$ cat src/rtl/axil_wb_bridge_if.sv
// Bundle of AXI4-Lite slave and Wishbone B4 master signals for axil_wb_bridge.
//   slave  : bridge view (AXI-Lite slave upstream, Wishbone master downstream)
//   master : view of whatever drives the bridge (AXI master + Wishbone slave)
// Signal names keep their original i_/o_ prefixes, which are taken from the
// bridge's point of view.
interface axil_wb_bridge_if #(
    parameter int AW = 28
);
    // write address
    logic          i_axi_awvalid;
    logic          o_axi_awready;
    logic [AW-1:0] i_axi_awaddr;
    logic [2:0]    i_axi_awprot;
    logic [3:0]    i_axi_awcache;
    // write data
    logic          i_axi_wvalid;
    logic          o_axi_wready;
    logic [31:0]   i_axi_wdata;
    logic [3:0]    i_axi_wstrb;
    // write response
    logic          o_axi_bvalid;
    logic          i_axi_bready;
    logic [1:0]    o_axi_bresp;
    // read address
    logic          i_axi_arvalid;
    logic          o_axi_arready;
    logic [AW-1:0] i_axi_araddr;
    logic [2:0]    i_axi_arprot;
    logic [3:0]    i_axi_arcache;
    // read data
    logic          o_axi_rvalid;
    logic          i_axi_rready;
    logic [31:0]   o_axi_rdata;
    logic [1:0]    o_axi_rresp;
    // wishbone
    logic          o_wb_cyc;
    logic          o_wb_stb;
    logic          o_wb_we;
    logic [AW-3:0] o_wb_addr;
    logic [31:0]   o_wb_data;
    logic [3:0]    o_wb_sel;
    logic          i_wb_stall;
    logic          i_wb_ack;
    logic          i_wb_err;
    logic [31:0]   i_wb_data;

    modport slave (
        input  i_axi_awvalid, i_axi_awaddr, i_axi_awprot, i_axi_awcache,
        output o_axi_awready,
        input  i_axi_wvalid, i_axi_wdata, i_axi_wstrb,
        output o_axi_wready,
        output o_axi_bvalid, o_axi_bresp,
        input  i_axi_bready,
        input  i_axi_arvalid, i_axi_araddr, i_axi_arprot, i_axi_arcache,
        output o_axi_arready,
        output o_axi_rvalid, o_axi_rdata, o_axi_rresp,
        input  i_axi_rready,
        output o_wb_cyc, o_wb_stb, o_wb_we, o_wb_addr, o_wb_data, o_wb_sel,
        input  i_wb_stall, i_wb_ack, i_wb_err, i_wb_data
    );

    modport master (
        output i_axi_awvalid, i_axi_awaddr, i_axi_awprot, i_axi_awcache,
        input  o_axi_awready,
        output i_axi_wvalid, i_axi_wdata, i_axi_wstrb,
        input  o_axi_wready,
        input  o_axi_bvalid, o_axi_bresp,
        output i_axi_bready,
        output i_axi_arvalid, i_axi_araddr, i_axi_arprot, i_axi_arcache,
        input  o_axi_arready,
        input  o_axi_rvalid, o_axi_rdata, o_axi_rresp,
        output i_axi_rready,
        input  o_wb_cyc, o_wb_stb, o_wb_we, o_wb_addr, o_wb_data, o_wb_sel,
        output i_wb_stall, i_wb_ack, i_wb_err, i_wb_data
    );
endinterface

$ cat src/rtl/axil_wb_bridge.sv
// Single-outstanding AXI4-Lite slave to pipelined Wishbone B4 master bridge.
// Ports:
//   i_clk          clock, rising edge
//   i_axi_reset_n  asynchronous active-low reset
//   bus            axil_wb_bridge_if.slave: AXI-Lite AW/W/B/AR/R channels
//                  upstream, Wishbone master (cyc/stb/we/addr/data/sel,
//                  stall/ack/err/data) downstream
// AW, W and AR each have a one-entry holding register. One Wishbone
// transaction is on the bus at a time; every AXI request gets exactly one
// B or R response, with a bus timeout forcing SLVERR if the slave is silent.
module axil_wb_bridge #(
    parameter int C_AXI_ADDR_WIDTH = 28,
    parameter int TIMEOUT          = 8     // 2..15
) (
    input  logic             i_clk,
    input  logic             i_axi_reset_n,
    axil_wb_bridge_if.slave  bus
);
    localparam int AW = C_AXI_ADDR_WIDTH;
    localparam int C_AXI_DATA_WIDTH = 32;
    localparam int DW = C_AXI_DATA_WIDTH;
    localparam logic [3:0] TLAST = 4'(TIMEOUT - 1);

    typedef enum logic [1:0] {IDLE, WB_WAIT, BRESP, RRESP} state_t;

    state_t          state;
    logic            ready_en;
    logic            last_grant;
    logic            aw_full, w_full, ar_full;
    logic [AW-3:0]   awaddr_q, araddr_q;
    logic [DW-1:0]   wdata_q;
    logic [3:0]      wstrb_q;
    logic [3:0]      timer;

    logic            wb_cyc, wb_stb, wb_we;
    logic [AW-3:0]   wb_addr;
    logic [DW-1:0]   wb_data;
    logic [3:0]      wb_sel;
    logic            bvalid, rvalid;
    logic [1:0]      bresp, rresp;
    logic [DW-1:0]   rdata;

    logic            awready, wready, arready;
    logic            wr_cand, rd_cand;
    logic            wb_done, wb_fail;
    logic [1:0]      resp_code;

    // readies are held low through reset and rise on the first edge after it
    assign awready = ready_en && !aw_full;
    assign wready  = ready_en && !w_full;
    assign arready = ready_en && !ar_full;

    assign wr_cand = aw_full && w_full;
    assign rd_cand = ar_full;

    // err beats ack; a timeout (neither present) also reports SLVERR
    assign wb_done   = bus.i_wb_ack || bus.i_wb_err || (timer == TLAST);
    assign wb_fail   = bus.i_wb_err || !bus.i_wb_ack;
    assign resp_code = wb_fail ? 2'b10 : 2'b00;

    always_ff @(posedge i_clk or negedge i_axi_reset_n) begin
        if (!i_axi_reset_n) begin
            state      <= IDLE;
            ready_en   <= 1'b0;
            last_grant <= 1'b0;
            aw_full    <= 1'b0;
            w_full     <= 1'b0;
            ar_full    <= 1'b0;
            awaddr_q   <= '0;
            araddr_q   <= '0;
            wdata_q    <= '0;
            wstrb_q    <= '0;
            timer      <= '0;
            wb_cyc     <= 1'b0;
            wb_stb     <= 1'b0;
            wb_we      <= 1'b0;
            wb_addr    <= '0;
            wb_data    <= '0;
            wb_sel     <= '0;
            bvalid     <= 1'b0;
            rvalid     <= 1'b0;
            bresp      <= '0;
            rresp      <= '0;
            rdata      <= '0;
        end else begin
            ready_en <= 1'b1;

            if (bus.i_axi_awvalid && awready) begin
                aw_full  <= 1'b1;
                awaddr_q <= bus.i_axi_awaddr[AW-1:2];
            end
            if (bus.i_axi_wvalid && wready) begin
                w_full  <= 1'b1;
                wdata_q <= bus.i_axi_wdata;
                wstrb_q <= bus.i_axi_wstrb;
            end
            if (bus.i_axi_arvalid && arready) begin
                ar_full  <= 1'b1;
                araddr_q <= bus.i_axi_araddr[AW-1:2];
            end

            case (state)
                IDLE: begin
                    // last_grant flips only when both candidates compete, so an
                    // uncontested grant does not steal the other side's turn
                    if (wr_cand && (!rd_cand || !last_grant)) begin
                        wb_cyc  <= 1'b1;
                        wb_stb  <= 1'b1;
                        wb_we   <= 1'b1;
                        wb_addr <= awaddr_q;
                        wb_data <= wdata_q;
                        wb_sel  <= wstrb_q;
                        timer   <= '0;
                        state   <= WB_WAIT;
                        if (rd_cand)
                            last_grant <= 1'b1;
                    end else if (rd_cand) begin
                        wb_cyc  <= 1'b1;
                        wb_stb  <= 1'b1;
                        wb_we   <= 1'b0;
                        wb_addr <= araddr_q;
                        wb_sel  <= 4'hf;
                        timer   <= '0;
                        state   <= WB_WAIT;
                        if (wr_cand)
                            last_grant <= 1'b0;
                    end
                end
                WB_WAIT: begin
                    if (wb_stb && !bus.i_wb_stall)
                        wb_stb <= 1'b0;
                    if (wb_done) begin
                        wb_cyc <= 1'b0;
                        wb_stb <= 1'b0;
                        wb_we  <= 1'b0;
                        if (wb_we) begin
                            bresp  <= resp_code;
                            bvalid <= 1'b1;
                            state  <= BRESP;
                        end else begin
                            rresp  <= resp_code;
                            rdata  <= wb_fail ? '0 : bus.i_wb_data;
                            rvalid <= 1'b1;
                            state  <= RRESP;
                        end
                    end else begin
                        timer <= timer + 4'd1;
                    end
                end
                BRESP: begin
                    if (bus.i_axi_bready) begin
                        bvalid  <= 1'b0;
                        aw_full <= 1'b0;
                        w_full  <= 1'b0;
                        state   <= IDLE;
                    end
                end
                RRESP: begin
                    if (bus.i_axi_rready) begin
                        rvalid  <= 1'b0;
                        ar_full <= 1'b0;
                        state   <= IDLE;
                    end
                end
                default: state <= IDLE;
            endcase
        end
    end

    assign bus.o_axi_awready = awready;
    assign bus.o_axi_wready  = wready;
    assign bus.o_axi_arready = arready;
    assign bus.o_axi_bvalid  = bvalid;
    assign bus.o_axi_bresp   = bresp;
    assign bus.o_axi_rvalid  = rvalid;
    assign bus.o_axi_rresp   = rresp;
    assign bus.o_axi_rdata   = rdata;
    assign bus.o_wb_cyc      = wb_cyc;
    assign bus.o_wb_stb      = wb_stb;
    assign bus.o_wb_we       = wb_we;
    assign bus.o_wb_addr     = wb_addr;
    assign bus.o_wb_data     = wb_data;
    assign bus.o_wb_sel      = wb_sel;

    // protection/cache attributes and the byte offset carry no meaning here
    logic unused_inputs;
    assign unused_inputs = ^{bus.i_axi_awprot, bus.i_axi_awcache,
                             bus.i_axi_arprot, bus.i_axi_arcache,
                             bus.i_axi_awaddr[1:0], bus.i_axi_araddr[1:0]};
endmodule

$ cat src/flat_wrapper.sv
// flat-port wrapper written by rule: the top's interface ports become plain ports
module axil_wb_bridge_flat 
#(
    parameter int C_AXI_ADDR_WIDTH = 28,
    parameter int TIMEOUT          = 8             
)
  (i_clk, i_axi_reset_n, bus_i_axi_awvalid, bus_i_axi_awaddr, bus_i_axi_awprot, bus_i_axi_awcache, bus_o_axi_awready, bus_i_axi_wvalid, bus_i_axi_wdata, bus_i_axi_wstrb, bus_o_axi_wready, bus_o_axi_bvalid, bus_o_axi_bresp, bus_i_axi_bready, bus_i_axi_arvalid, bus_i_axi_araddr, bus_i_axi_arprot, bus_i_axi_arcache, bus_o_axi_arready, bus_o_axi_rvalid, bus_o_axi_rdata, bus_o_axi_rresp, bus_i_axi_rready, bus_o_wb_cyc, bus_o_wb_stb, bus_o_wb_we, bus_o_wb_addr, bus_o_wb_data, bus_o_wb_sel, bus_i_wb_stall, bus_i_wb_ack, bus_i_wb_err, bus_i_wb_data);
  axil_wb_bridge_if #(.AW((28))) bus_i ();
  input  logic i_clk;
  input  logic i_axi_reset_n;
  input wire logic [$bits(bus_i.i_axi_awvalid)-1:0] bus_i_axi_awvalid;
  input wire logic [$bits(bus_i.i_axi_awaddr)-1:0] bus_i_axi_awaddr;
  input wire logic [$bits(bus_i.i_axi_awprot)-1:0] bus_i_axi_awprot;
  input wire logic [$bits(bus_i.i_axi_awcache)-1:0] bus_i_axi_awcache;
  output wire logic [$bits(bus_i.o_axi_awready)-1:0] bus_o_axi_awready;
  input wire logic [$bits(bus_i.i_axi_wvalid)-1:0] bus_i_axi_wvalid;
  input wire logic [$bits(bus_i.i_axi_wdata)-1:0] bus_i_axi_wdata;
  input wire logic [$bits(bus_i.i_axi_wstrb)-1:0] bus_i_axi_wstrb;
  output wire logic [$bits(bus_i.o_axi_wready)-1:0] bus_o_axi_wready;
  output wire logic [$bits(bus_i.o_axi_bvalid)-1:0] bus_o_axi_bvalid;
  output wire logic [$bits(bus_i.o_axi_bresp)-1:0] bus_o_axi_bresp;
  input wire logic [$bits(bus_i.i_axi_bready)-1:0] bus_i_axi_bready;
  input wire logic [$bits(bus_i.i_axi_arvalid)-1:0] bus_i_axi_arvalid;
  input wire logic [$bits(bus_i.i_axi_araddr)-1:0] bus_i_axi_araddr;
  input wire logic [$bits(bus_i.i_axi_arprot)-1:0] bus_i_axi_arprot;
  input wire logic [$bits(bus_i.i_axi_arcache)-1:0] bus_i_axi_arcache;
  output wire logic [$bits(bus_i.o_axi_arready)-1:0] bus_o_axi_arready;
  output wire logic [$bits(bus_i.o_axi_rvalid)-1:0] bus_o_axi_rvalid;
  output wire logic [$bits(bus_i.o_axi_rdata)-1:0] bus_o_axi_rdata;
  output wire logic [$bits(bus_i.o_axi_rresp)-1:0] bus_o_axi_rresp;
  input wire logic [$bits(bus_i.i_axi_rready)-1:0] bus_i_axi_rready;
  output wire logic [$bits(bus_i.o_wb_cyc)-1:0] bus_o_wb_cyc;
  output wire logic [$bits(bus_i.o_wb_stb)-1:0] bus_o_wb_stb;
  output wire logic [$bits(bus_i.o_wb_we)-1:0] bus_o_wb_we;
  output wire logic [$bits(bus_i.o_wb_addr)-1:0] bus_o_wb_addr;
  output wire logic [$bits(bus_i.o_wb_data)-1:0] bus_o_wb_data;
  output wire logic [$bits(bus_i.o_wb_sel)-1:0] bus_o_wb_sel;
  input wire logic [$bits(bus_i.i_wb_stall)-1:0] bus_i_wb_stall;
  input wire logic [$bits(bus_i.i_wb_ack)-1:0] bus_i_wb_ack;
  input wire logic [$bits(bus_i.i_wb_err)-1:0] bus_i_wb_err;
  input wire logic [$bits(bus_i.i_wb_data)-1:0] bus_i_wb_data;
  assign bus_i.i_axi_awvalid = bus_i_axi_awvalid;
  assign bus_i.i_axi_awaddr = bus_i_axi_awaddr;
  assign bus_i.i_axi_awprot = bus_i_axi_awprot;
  assign bus_i.i_axi_awcache = bus_i_axi_awcache;
  assign bus_o_axi_awready = bus_i.o_axi_awready;
  assign bus_i.i_axi_wvalid = bus_i_axi_wvalid;
  assign bus_i.i_axi_wdata = bus_i_axi_wdata;
  assign bus_i.i_axi_wstrb = bus_i_axi_wstrb;
  assign bus_o_axi_wready = bus_i.o_axi_wready;
  assign bus_o_axi_bvalid = bus_i.o_axi_bvalid;
  assign bus_o_axi_bresp = bus_i.o_axi_bresp;
  assign bus_i.i_axi_bready = bus_i_axi_bready;
  assign bus_i.i_axi_arvalid = bus_i_axi_arvalid;
  assign bus_i.i_axi_araddr = bus_i_axi_araddr;
  assign bus_i.i_axi_arprot = bus_i_axi_arprot;
  assign bus_i.i_axi_arcache = bus_i_axi_arcache;
  assign bus_o_axi_arready = bus_i.o_axi_arready;
  assign bus_o_axi_rvalid = bus_i.o_axi_rvalid;
  assign bus_o_axi_rdata = bus_i.o_axi_rdata;
  assign bus_o_axi_rresp = bus_i.o_axi_rresp;
  assign bus_i.i_axi_rready = bus_i_axi_rready;
  assign bus_o_wb_cyc = bus_i.o_wb_cyc;
  assign bus_o_wb_stb = bus_i.o_wb_stb;
  assign bus_o_wb_we = bus_i.o_wb_we;
  assign bus_o_wb_addr = bus_i.o_wb_addr;
  assign bus_o_wb_data = bus_i.o_wb_data;
  assign bus_o_wb_sel = bus_i.o_wb_sel;
  assign bus_i.i_wb_stall = bus_i_wb_stall;
  assign bus_i.i_wb_ack = bus_i_wb_ack;
  assign bus_i.i_wb_err = bus_i_wb_err;
  assign bus_i.i_wb_data = bus_i_wb_data;
  axil_wb_bridge #(.C_AXI_ADDR_WIDTH(C_AXI_ADDR_WIDTH), .TIMEOUT(TIMEOUT)) u_core (.i_clk(i_clk), .i_axi_reset_n(i_axi_reset_n), .bus(bus_i));
endmodule
$ cat config.mk
export PLATFORM = sky130hd
export DESIGN_NAME = axil_wb_bridge_flat
export DESIGN_NICKNAME = d
export VERILOG_FILES = /design/src/rtl/axil_wb_bridge_if.sv /design/src/rtl/axil_wb_bridge.sv /design/src/flat_wrapper.sv
export SDC_FILE = /design/constraint.sdc
export NUM_CORES = 1
export LEC_CHECK = 0
export ABC_CLOCK_PERIOD_IN_PS = 4300
export BUFFER_PORTS_ARGS = -buffer_cell sky130_fd_sc_hd__buf_2
export CAP_MARGIN = 40
export CORE_MARGIN = 2
export CORE_UTILIZATION = 43
export CTS_BUF_LIST = sky130_fd_sc_hd__clkbuf_16
export DETAILED_ROUTE_END_ITERATION = 8
export PLACE_DENSITY = 0.69
export SETUP_SLACK_MARGIN = 0.3
export SLEW_MARGIN = 20
export SYNTH_ARGS = -nofsm -noshare
export SYNTH_HDL_FRONTEND = slang
export SYNTH_SLANG_ARGS = --single-unit
$ cat constraint.sdc
create_clock -name i_clk -period 4.3 [get_ports i_clk]
set_clock_uncertainty 0.1 [all_clocks]
set_input_delay 0.645 -clock i_clk [delete_from_list [all_inputs] [get_ports i_clk]]
set_output_delay 0.645 -clock i_clk [all_outputs]
set_load 0.05 [all_outputs]
==> results.md <==
- The total setup violations reported at the end of the flow is 0.
- The TritonCTS clock tree is built.
- The worst register-to-register path ends at u_core.bus.o_wb_data[23].
- The cell type with the largest total area after synthesis is sky130_fd_sc_hd__dfrtp_1.
- The floorplan step defined a die boundary enclosing 0.0196 mm2.
- No sink is reached through more buffers than the 2 on the longest clock path.
- The die is 140 um wide.
- In this run the worst path has a maximum fanout of 6.
- The total overflow left after global routing is 0.
- The root buffer cell chosen for the clock tree is sky130_fd_sc_hd__clkbuf_16.
- Clock latency on the worst-skew pair, taken at its later pin, is 430 ps.
- In the finished design, the share of the clock period the worst path needs comes to 51.4%.
- The standard cell with the maximum stage delay on the critical path is sky130_fd_sc_hd__dfrtp_1.
- After floorplanning, the core was divided into 49 placement rows.
- Averaged over all synthesized cells, the footprint is 14.8 um2.
- The initial utilization of the core area, before any placement, comes to 44.0%.
- After clock tree synthesis, the setup repair step added 0 buffers.
- Summing every instance area after synthesis gives 0.00795 mm2.
- After synthesis, the share of flip-flops with an asynchronous set or reset is 100%.
- The number of max-cap violations is 0.
- For this design the static power due to leakage is 5.08 nW.
- The share of the Yosys chip area taken by registers is 62.9%.
- The via count normalized by instance count is 5.05.
- The total half-perimeter wirelength after legalization and detailed placement is 12.5 mm.
- Once layout is complete, the cells apart from fillers number 1,012.
- The tightest slew margin relative to the limit is 50.3%.
- The share of the core filled with cells in the final layout is 55.0%.
- In the post-synthesis netlist, the biggest area contributors are sky130_fd_sc_hd__dfrtp_1 63%, sky130_fd_sc_hd__mux2_2 14%, sky130_fd_sc_hd__mux2_4 4.7%, sky130_fd_sc_hd__a22o_1 3.5%, sky130_fd_sc_hd__mux2i_1 3.4%.
- The worst slack at placement is 2140 ps.
- The final-report hold violation count is 0.
- The share of the synthesized area in the top cell type is 62.9%.
- The antenna diode count is 0.
- The core area is 0.0181 mm2.
- The initial antenna violation count is 0.
- After detailed placement, the design holds a cell count of 980.
- The final number of max-transition violations is 0.
- In this run the power density over the cells is 877 mW/mm2.
- The cell family with the largest share of critical-path delay is flip-flops.
- The clock buffer count from CTS is 17.
- On the final layout, the worst hold slack is 78.5 ps.
- The flop-to-flop setup slack is 2230 ps.
- The height of the chip is 140 um.
- The via count of the first global-routing pass was 5,437.
- The clock-pin slew on the worst setup and hold paths is 70 ps.
- The remaining number of nets flagged by the antenna check after routing is 0.
- The number of different library cells used by synthesis comes to 41.
- The number of warning messages in the yosys log is 0.
- The number of hold buffers added after cts is 0.
- The final worst setup slack is 2090 ps.
- Global routing used 17.8% of the available tracks across all layers.
- The H-tree was split into 4 levels.
- Data arrives at the worst endpoint at 1460 ps.
- The worst-case vdd ir drop is 0.000420 V.
- The number of synthesized flops with an enable pin is 0.
- The number of violations reported at the end of detailed-routing iteration 0 is 230.
- The worst path needs 2210 ps of the cycle, external delays included.
- By count the netlist is led by 200 x sky130_fd_sc_hd__dfrtp_1, 96 x sky130_fd_sc_hd__mux2_2, 39 x sky130_fd_sc_hd__nand2_1.
- The required time of the critical path is 3560 ps.
- CTS saw 200 sinks.
- The path class of the tightest hold or removal check is input port to asynchronous set/reset pin.
- The maximum operating frequency is 453 MHz.
- The worst-case reg-to-reg path depth is 4.
- The average wire per cell in the routed design is 16.9 um.
- The final weighted congestion in routability-driven placement is 0.764.
- The worst setup path is captured at an output pin.
- The final reports fail on DRC.
- The first detailed-routing pass ran for 8 iterations.
- The run finished, with violations left.
- Compared with the post-synthesis result, the final layout area differs by 25.1%.
- The first global-routing pass estimated 27.6 mm of wire.
- The worst stage delay on the critical path is 470 ps.
- Summing over every cut layer, the via total after detailed routing is 5,114.
- The slew at the pin with the worst max-slew slack is 743 ps.
- The count of buffers added on input and output ports is 233.
- After detailed routing, the total wire length is 17.1 mm.
- The overall power of the completed layout is 8.73 mW.
- Once layout is done, the placed cells without fillers occupy 0.00995 mm2.
- The aggregate negative setup slack is 0 ps.
- The beginning of the worst register-to-register path is u_core.state[0].
- The net count of the finished layout is 919.
- Yosys instantiated no cell more often than sky130_fd_sc_hd__dfrtp_1.
- Synthesis inferred 200 register bits.
- The gate count of the mapped netlist is 536.
- The largest net degree at the start of global routing is 67.
- Counting both buffers and inverters, the worst setup path holds a total of 1.
- Of the cells placed in the final design, the portion with a size suffix greater than 1 is 51.9%.
- The worst setup path category is register to output pin.
- The most used flip-flop cell after synthesis is sky130_fd_sc_hd__dfrtp_1.
- The launching element type of the critical path is a register.
- The total cell area at the placement stage is 0.00936 mm2.
- The quantity of gates resized following cts is 0.
- For this run, design rule violations remaining after detail routing come to 17.
- Traced cell by cell, the critical path runs through and2b_1 -> buf_2.
- Setup repair after global routing left no endpoint under its margin.
- The number of ports placed on the die boundary is 254.
-- state kept, by name, summed over array words and instances (netlist names), 2 cells and up --
register / cells
u_core.state: 2
u_core.wdata_q: 32
u_core.timer: 4
u_core.wstrb_q: 4
u_core.bus.o_wb_addr: 26
u_core.araddr_q: 26
u_core.awaddr_q: 26
u_core.bus.o_wb_sel: 4
u_core.bus.o_axi_rdata: 32
u_core.bus.o_wb_data: 32
-- area by class of cell --
| type | count | area, um2 |
|---|---|---|
| fill | 1503 | 8130 |
| sequential | 200 | 5000 |
| multi-input combinational | 303 | 2720 |
| timing repair buffer | 243 | 1330 |
| clock buffer | 17 | 425 |
| tap | 229 | 287 |
| clock inverter | 15 | 170 |
| inverter | 5 | 18.8 |
-- layout by cell type (no fill, tap or decap), types with 2 or more instances in the layout --
master	count
sky130_fd_sc_hd__nand2b_1	2
sky130_fd_sc_hd__mux2i_1	27
sky130_fd_sc_hd__mux2_2	96
sky130_fd_sc_hd__dfrtp_1	200
sky130_fd_sc_hd__o22a_1	4
sky130_fd_sc_hd__inv_8	3
sky130_fd_sc_hd__nand2_2	4
sky130_fd_sc_hd__a21oi_1	5
sky130_fd_sc_hd__and2b_1	2
sky130_fd_sc_hd__nand2_1	38
sky130_fd_sc_hd__clkinvlp_4	2
sky130_fd_sc_hd__a22o_1	32
sky130_fd_sc_hd__o21ai_0	32
sky130_fd_sc_hd__nand3_1	4
sky130_fd_sc_hd__nor2b_1	2
sky130_fd_sc_hd__buf_4	3
sky130_fd_sc_hd__conb_1	3
sky130_fd_sc_hd__mux2_4	25
sky130_fd_sc_hd__clkbuf_16	17
sky130_fd_sc_hd__a31oi_1	3
sky130_fd_sc_hd__nor2_1	3
sky130_fd_sc_hd__inv_6	2
sky130_fd_sc_hd__buf_2	232
sky130_fd_sc_hd__bufinv_16	2
sky130_fd_sc_hd__clkinv_4	4
sky130_fd_sc_hd__buf_12	4
sky130_fd_sc_hd__inv_1	5
sky130_fd_sc_hd__a21o_1	2
-- cells by family (layout without fill, tap and decap cells) --
kind of cell	Yosys count	after routing	share of synthesized area [%]
flops	200	200	62.9
compound gates	84	84	7.47
xor+xnor	1	1	0.110
mux	148	148	21.7
fa+ha+maj	1	1	0.157
simple gates	66	66	4.37
buf+inv	34	280	3.16
other cells	2	3	0.0944
-- per-layer routing --
layer	wire length [um]	GRT usage, %	up-vias
li1	-	-	2376
met1	7450	22.6	2548
met2	8170	29.0	177
met3	1300	6.19	13
met4	184	5.21	0
met5	0	0	-
-- worst max-delay path by stage --
stage,startpoint,end,slack (ps),depth (start not counted)
after global routing,u_core.aw_full,bus_o_axi_awready,1990,2
after CTS,u_core.w_full,bus_o_axi_wready,2070,2
final,u_core.w_full,bus_o_axi_wready,2090,2
after detailed placement,bus_i_wb_err,u_core.bus.o_axi_rdata[14],2140,6
after global placement,bus_i_wb_err,u_core.bus.o_axi_rdata[0],1870,5
after floorplan,u_core.aw_full,u_core.awaddr_q[10],2130,4
-- worst reg2reg max path, cell delays in order, from the launching register on --
cell and delay (ps):
sky130_fd_sc_hd__dfrtp_1 510, sky130_fd_sc_hd__nor2_4 220, sky130_fd_sc_hd__nand4_4 440, sky130_fd_sc_hd__buf_12 360
sky130_fd_sc_hd__mux2_4 320
-- power breakdown --
part	leakage (nW)	switching, mW	internal [mW]
clock	0.287	0.732	0.873
sequential	2.45	0.491	2.74
combinational	2.35	2.46	1.43
total	5.08	3.68	5.05
Note: power is estimated with default switching activity, not from simulation.
